[src/rtl/seq_pkg.sv]
// seq_pkg: serializer state encoding and word width shared with the sequence detector.
package seq_pkg;

    localparam int SEQ_WIDTH = 7;

    typedef enum logic [1:0] {
        IDLE,
        SHIFT,
        PARITY
    } ser_state_t;

endpackage

[src/rtl/ser_word_buffer.sv]
// ser_word_buffer: single-entry hold register behind the shifter; owns in_ready.
module ser_word_buffer
    import seq_pkg::*;
#(
    parameter int WIDTH = SEQ_WIDTH
) (
    input  logic             clk,
    input  logic             rst,
    input  logic             push,
    input  logic             pop,
    input  logic [WIDTH-1:0] din,
    output logic [WIDTH-1:0] dout,
    output logic             full,
    output logic             in_ready
);

    // Registered state only, so upstream sees no path from in_valid to in_ready.
    assign in_ready = !full && !rst;

    always_ff @(posedge clk) begin
        if (rst) begin
            full <= 1'b0;
            dout <= '0;
        end else begin
            full <= push || (full && !pop);
            if (push) dout <= din;
        end
    end

endmodule

[src/rtl/seq_bit_serializer.sv]
// seq_bit_serializer: double-buffered word-to-bit serializer feeding the sequence detector.
// Define SER_PARITY_EN to append an even-parity bit after every word.
module seq_bit_serializer
    import seq_pkg::*;
#(
    parameter int   WIDTH     = SEQ_WIDTH,
    parameter bit   MSB_FIRST = 1'b0,
    parameter logic IDLE_BIT  = 1'b0
) (
    input  logic             clk,
    input  logic             rst,
    input  logic [WIDTH-1:0] in_data,
    input  logic             in_valid,
    output logic             in_ready,
    output logic             ser_bit,
    output logic             ser_valid,
    output logic             word_start,
    output logic             busy
);

    localparam int CW = $clog2(WIDTH + 1);
    localparam logic [CW-1:0] LAST = CW'(WIDTH - 1);

    ser_state_t       state;
    logic [WIDTH-1:0] shifter;
    logic [WIDTH-1:0] hold_data;
    logic [WIDTH-1:0] next_word;
    logic [CW-1:0]    cnt;
    logic             par;
    logic             hold_full;
    logic             accept;
    logic             can_load;
    logic             load;
    logic             push;
    logic             pop;

    assign accept = in_valid && in_ready;
`ifdef SER_PARITY_EN
    assign can_load = state == IDLE || state == PARITY;
`else
    assign can_load = state == IDLE || (state == SHIFT && cnt == LAST);
`endif
    // The held word always goes first; a word accepted alongside it waits in hold.
    assign pop       = can_load && hold_full;
    assign push      = accept && !(can_load && !hold_full);
    assign load      = pop || (can_load && accept);
    assign next_word = hold_full ? hold_data : in_data;
    assign busy      = state != IDLE || hold_full;

    ser_word_buffer #(.WIDTH(WIDTH)) u_buf (
        .clk      (clk),
        .rst      (rst),
        .push     (push),
        .pop      (pop),
        .din      (in_data),
        .dout     (hold_data),
        .full     (hold_full),
        .in_ready (in_ready)
    );

    always_ff @(posedge clk) begin
        if (rst) begin
            state      <= IDLE;
            shifter    <= '0;
            cnt        <= '0;
            par        <= 1'b0;
            ser_bit    <= IDLE_BIT;
            ser_valid  <= 1'b0;
            word_start <= 1'b0;
        end else begin
            ser_bit    <= state == SHIFT  ? (MSB_FIRST ? shifter[WIDTH-1] : shifter[0]) :
                          state == PARITY ? par : IDLE_BIT;
            ser_valid  <= state != IDLE;
            word_start <= state == SHIFT && cnt == '0;
            if (load) begin
                shifter <= next_word;
                par     <= ^next_word;
                cnt     <= '0;
                state   <= SHIFT;
            end else if (state == SHIFT) begin
                shifter <= MSB_FIRST ? shifter << 1 : shifter >> 1;
                if (cnt == LAST) begin
`ifdef SER_PARITY_EN
                    state <= PARITY;
`else
                    state <= IDLE;
`endif
                end else begin
                    cnt <= cnt + 1'b1;
                end
            end else begin
                state <= IDLE;
            end
        end
    end

endmodule

[config.mk]
export PLATFORM = sky130hd
export DESIGN_NAME = seq_bit_serializer
export DESIGN_NICKNAME = d
export VERILOG_FILES = /design/src/rtl/seq_pkg.sv /design/src/rtl/ser_word_buffer.sv /design/src/rtl/seq_bit_serializer.sv
export SDC_FILE = /design/constraint.sdc
export NUM_CORES = 1
export LEC_CHECK = 0
export CAP_MARGIN = 10
export CORE_UTILIZATION = 47
export CTS_CLUSTER_DIAMETER = 30
export DETAILED_ROUTE_END_ITERATION = 16
export GPL_TIMING_DRIVEN = 1
export PLACE_DENSITY = 0.73
export RECOVER_POWER = 50
export SLEW_MARGIN = 20
export SYNTH_ARGS = -nofsm -noshare
export SYNTH_HDL_FRONTEND = slang
export SYNTH_HIERARCHICAL = 1
export SYNTH_SLANG_ARGS = --single-unit
[constraint.sdc]
create_clock -name clk -period 1.8 [get_ports clk]
set_clock_uncertainty 0.2 [all_clocks]
set_input_delay 0.27 -clock clk [delete_from_list [all_inputs] [get_ports clk]]
set_output_delay 0.27 -clock clk [all_outputs]
set_load 0.05 [all_outputs]
After elaboration in Yosys (flattened, before gate mapping)
Index checks and enable logic that the tools add are counted.
Cells by class
  equality and inequality tests: 2
  reductions and logical operators: 23
  bitwise logic cells: 2
  multiplexer cells: 6
  add/subtract/negate cells: 1
Operators by type and width (number)
  $mux W7: 3
  $logic_and A1 B1 Y1: 9
  $logic_not A1 Y1: 4
  $logic_or A1 B1 Y1: 4
  $reduce_or A2 Y1: 2
  $add A3 B1 Y3 const B: 1
  $eq A3 B3 Y1 const B: 1
  $logic_not A3 Y1: 1
  $mux W1: 3
  $ne A3 B2 Y1 const B: 1
  $logic_not A2 Y1: 1
  $not A1 Y1: 2
  $reduce_and A2 Y1: 1
  $reduce_bool A2 Y1: 1
Word-level totals
  output and inout bits: 5
  word-level logic and storage cells: 42
  input port bits: 10
  flip-flop bits (word level): 22

Logic depth before layout (Yosys ltp)
  depth after elaboration: 7
  depth in mapped cells: 7
  gate-level depth less buffers: 6

Hierarchy
The synthesis kept the hierarchy.
Modules (own cells, without submodules)
  seq_bit_serializer: instances 1, cells an instance 73, seq. area each 280.3 um^2, area an instance 748.2 um^2
  ser_word_buffer: instances 1, cells an instance 28, seq. area each 160.2 um^2, area an instance 291.5 um^2

Least setup slack after synthesis
No wires, ideal clock.
  path kind: input port to flip-flop
  from: in rst
  to: reg shifter[1]
  path buffers: 1
  cell stages on the path: 5
  setup time: 96 ps
  data required time: 1504 ps
  slack: -662 ps
  data arrival time: 2166 ps
  cell sequence: buf_2 > nor2_1 > a21oi_1 > or4_1 > o311ai_1
On the way
  longest elaborated chain between the ends: 6
  elaborated cells between the ends (all ways): 7
  classes of those cells: 1 x mux; 6 x reduce/logical
Ends and longest elaborated chain
  from (decl): line seq_bit_serializer.sv:11  | input logic rst,
  $logic_not A1 Y1 (*): line ser_word_buffer.sv:18  | assign in_ready = !full && !rst;
  $logic_and A1 B1 Y1 (*): line ser_word_buffer.sv:18
  named net in_ready: line seq_bit_serializer.sv:14  | output logic in_ready,
  $logic_and A1 B1 Y1 (*): line seq_bit_serializer.sv:37  | assign accept = in_valid && in_ready;
  $logic_and A1 B1 Y1 (*): line seq_bit_serializer.sv:46  | assign load = pop || (can_load && accept);
  $logic_or A1 B1 Y1 (*): line seq_bit_serializer.sv:46
  $mux W7 / $reduce_bool A2 Y1 (equally long branches)
  to (signal assigned): line seq_bit_serializer.sv:76  | shifter <= next_word;
  to (signal assigned): line seq_bit_serializer.sv:81  | shifter <= MSB_FIRST ? shifter << 1 : shifter >> 1;
  to (decl): line seq_bit_serializer.sv:25  | logic [WIDTH-1:0] shifter;
Mark *: on every way through the listed nets, which the timed path passes. The rest lies on a longest branch.
A chain may end at the register's enable or synchronous reset.

Worst setup path after layout
  from: reg u_buf.full
  to: out busy
On the way
  longest elaborated chain between the ends: 1
Ends and longest elaborated chain
  from (decl): line ser_word_buffer.sv:13  | output logic full,
  from (signal assigned): line ser_word_buffer.sv:25  | full <= push || (full && !pop);
  $logic_or A1 B1 Y1: line seq_bit_serializer.sv:48  | assign busy = state != IDLE || hold_full;
  to (decl): line seq_bit_serializer.sv:18  | output logic busy
Every way passes these cells.

==> results.yml <==
clocking:
  numClockSinks: 22
  clkTransAtPathRegs_ps: 130
  clockBufferDepth: 2
  cts-hold-fix-buffers: 0
  cts-root-buf: "clkbuf_4"
  cts_buffers: 3
  cts_max_level: 1
  cts_tree: "done"
  clk_latency_ps: 310
routing:
  drtIter0Drc: 19
  drt-total-wl_um: 2420
  wire_per_inst_um: 15.2
  via_per_inst: 5.63
  drc_errors: 0
  num_vias: 895
  drtAntennaViolNets: 0
  firstDrtPassIters: 4
worst_setup_path:
  reg2reg_from: "cnt[0]"
  arrival_ps: 1290
  end_kind: "primary output"
  reg2reg_depth: 6
  crit_type: "reg -> out"
  rr_endpoint: "shifter[1]"
  critPathRequiredTime_ps: 1330
  rrSetupSlack_ps: 80
  worstPathMaxFanout: 7
  start_kind: "flop"
synth:
  synth_area_mm2: 0.00104
  yosysSeqAreaShare_pct: 42.4
  synth.avg_cell_area_um2: 10.3
  synthCells: 101
  yosys_warnings: 6
  synth_fp_nets: 114
  ys_seq_elements: 22
  synth_cell_types: 36
die:
  die_w_um: 49.0
  dieArea_mm2: 0.00240
  num_io_pins: 15
  dieHeight_um: 49.0
  start_util_pct: 51.4
  rows: 16
  core_mm2: 0.00202
sta:
  hold_viol: 0
  hold_ws_ps: 296
  slew_viol_final: 0
  setup_slack_ps: 38.6
  period_share_pct: 97.9
  setup_viol: 0
  min_period_ps: 1760
  fmax_mhz: 568
  slew-limit-headroom_pct: 60.7
  worst_pin_slew_ps: 592
hold_path:
  hold_path.class: "reg -> reg"
  min-delay-start: "shifter[0]"
  min_path_cells: 1
  hold_end: "ser_bit"
global_route:
  grt_pass1_wl_um: 4040
  grt_max_degree: 15
  track_usage_pct: 21.7
  grt_overflow: 0
  grt_pass1_vias: 916
  antenna_found_initial: 0
final_layout:
  drive_above_1_share_pct: 28.0
  ff_latch_area_um2: 444
  final_common_cell: "dfxtp_1"
  antenna_cells: 0
  fill_cells: 158
  syn2layout_area_growth_pct: 33.2
  layoutNonFillerInstCount: 159
  final_nets: 146
  mostFrequentLayoutCells: "19 x dfxtp_1, 16 x buf_4, 9 x mux2i_1, 9 x clkdlybuf4s50_1, 8 x nor2_1"
  final_core_util_pct: 68.5
  multi_input_area_um2: 571
power_and_ir_drop:
  p_leak_nw: 0.526
  p_total_mw: 1.09
  ir_drop_uv: 498
  p_per_area_mw_per_mm2: 785
placed_design:
  detailed_place_hpwl_um: 1710
  port-buffer-count: 14
  place_congestion: 0.813
  placed_cells_incl_taps: 153
  place_ws_ps: -101
job:
  max_cap_viol_count: 0
run_status:
  status: "complete, no violations"
==> timing repair <==
action / 4_1_cts / 5_1_grt
pin swaps: 1 / 3
endpoints found under the setup margin: 2 / 8
buffers inserted: 0 / 2
gates resized for setup: 1 / 5
hold endpoints to repair: 0 / 0
==> worst max path at each step <==
stage          startpoint  depth (start not counted)  slack (ps)             to
3_3_place_gp          rst                          5         -40     shifter[1]
5_1_grt            cnt[0]                          6          -6     shifter[1]
4_1_cts            cnt[0]                          7           4  u_buf/dout[2]
3_5_place_dp          rst                          5        -100     shifter[3]
2_1_floorplan      cnt[0]                          7           7  u_buf/dout[0]
6_report       u_buf/full                          3          40           busy
==> layer usage <==
layer | up-vias | track usage, % | wire length (µm)
met5 | - | 0 | 0
met4 | 0 | 8.82 | 37
met3 | 5 | 2.80 | 73
met2 | 22 | 37.7 | 1220
met1 | 435 | 26.8 | 1090
li1 | 433 | - | -
==> worst max-delay path, cell delays in order, from the launching register on <==
cell,delay (ps)
dfxtp_2,400
buf_4,180
or2_1,240
buf_12,160
==> through the flow <==
| stage | setup TNS [ps] | instance area [µm²] |
|---|---|---|
| floorplan | 0 | 1050 |
| global placement | -79.3 | 1330 |
| detailed placement | -436 | 1330 |
| CTS | 0 | 1370 |
| global route | -8.31 | 1390 |
| finish | 0 | 1390 |
==> kinds of logic after synthesis <==
logic type	after synthesis	synth area share (%)
buffers and inverters	9	5.17
DFF	22	42.4
and+or+nand+nor	28	15.4
adders and majority gates	3	3.61
AOI/OAI and AO/OA	23	17.6
muxes	15	15.0
xor gates and xnor gates	1	0.843
==> registers in the layout (all words and copies together) (netlist names) <==
register	count
word_start	1
ser_valid	1
u_buf/full	1
shifter	7
u_buf/dout	7
state	1
cnt	3
ser_bit	1
==> synth_stat cells <==
library cell	number	share of area [%]
nand3b_1	3	2.2
xnor2_1	1	0.84
mux2i_1	10	9.6
inv_1	3	1.1
o211a_1	1	0.96
clkbuf_1	1	0.36
nor2_1	9	3.2
nand2b_1	3	1.8
a21bo_1	1	0.96
a21o_1	1	0.72
buf_4	1	0.72
or3_1	1	0.60
mux2_2	1	1.1
nand3_1	1	0.48
a21boi_2	1	1.1
dfxtp_1	22	42
buf_6	2	2.2
and3b_1	1	0.84
ha_1	3	3.6
nor2b_1	1	0.60
nor3_1	2	0.96
a21oi_1	3	1.4
or3b_1	1	0.84
or2_1	1	0.60
o311ai_1	2	1.7
a211oi_2	2	2.4
mux2_1	4	4.3
and2_1	2	1.2
inv_2	1	0.36
o211ai_1	3	2.2
o21ai_1	4	1.9
or4_1	2	1.4
a32oi_1	4	3.4
nor2_2	1	0.60
buf_2	1	0.48
o221ai_1	1	0.84
==> power by group <==
group,leakage (nW),internal [mW],switching (mW)
sequential,0.180,0.516,0.0195
clock,0.0210,0.124,0.157
combinational,0.325,0.134,0.138
total,0.526,0.774,0.314
==> final cells by class <==
| class | count | share of cell area [%] |
|---|---|---|
| multi-input combinational | 70 | 41.2 |
| clock buffer | 4 | 2.62 |
| inverter | 4 | 1.08 |
| sequential | 22 | 32.1 |
| tap | 27 | 2.44 |
| timing repair buffer | 32 | 20.6 |
Note: power is estimated with default switching activity, not from simulation.
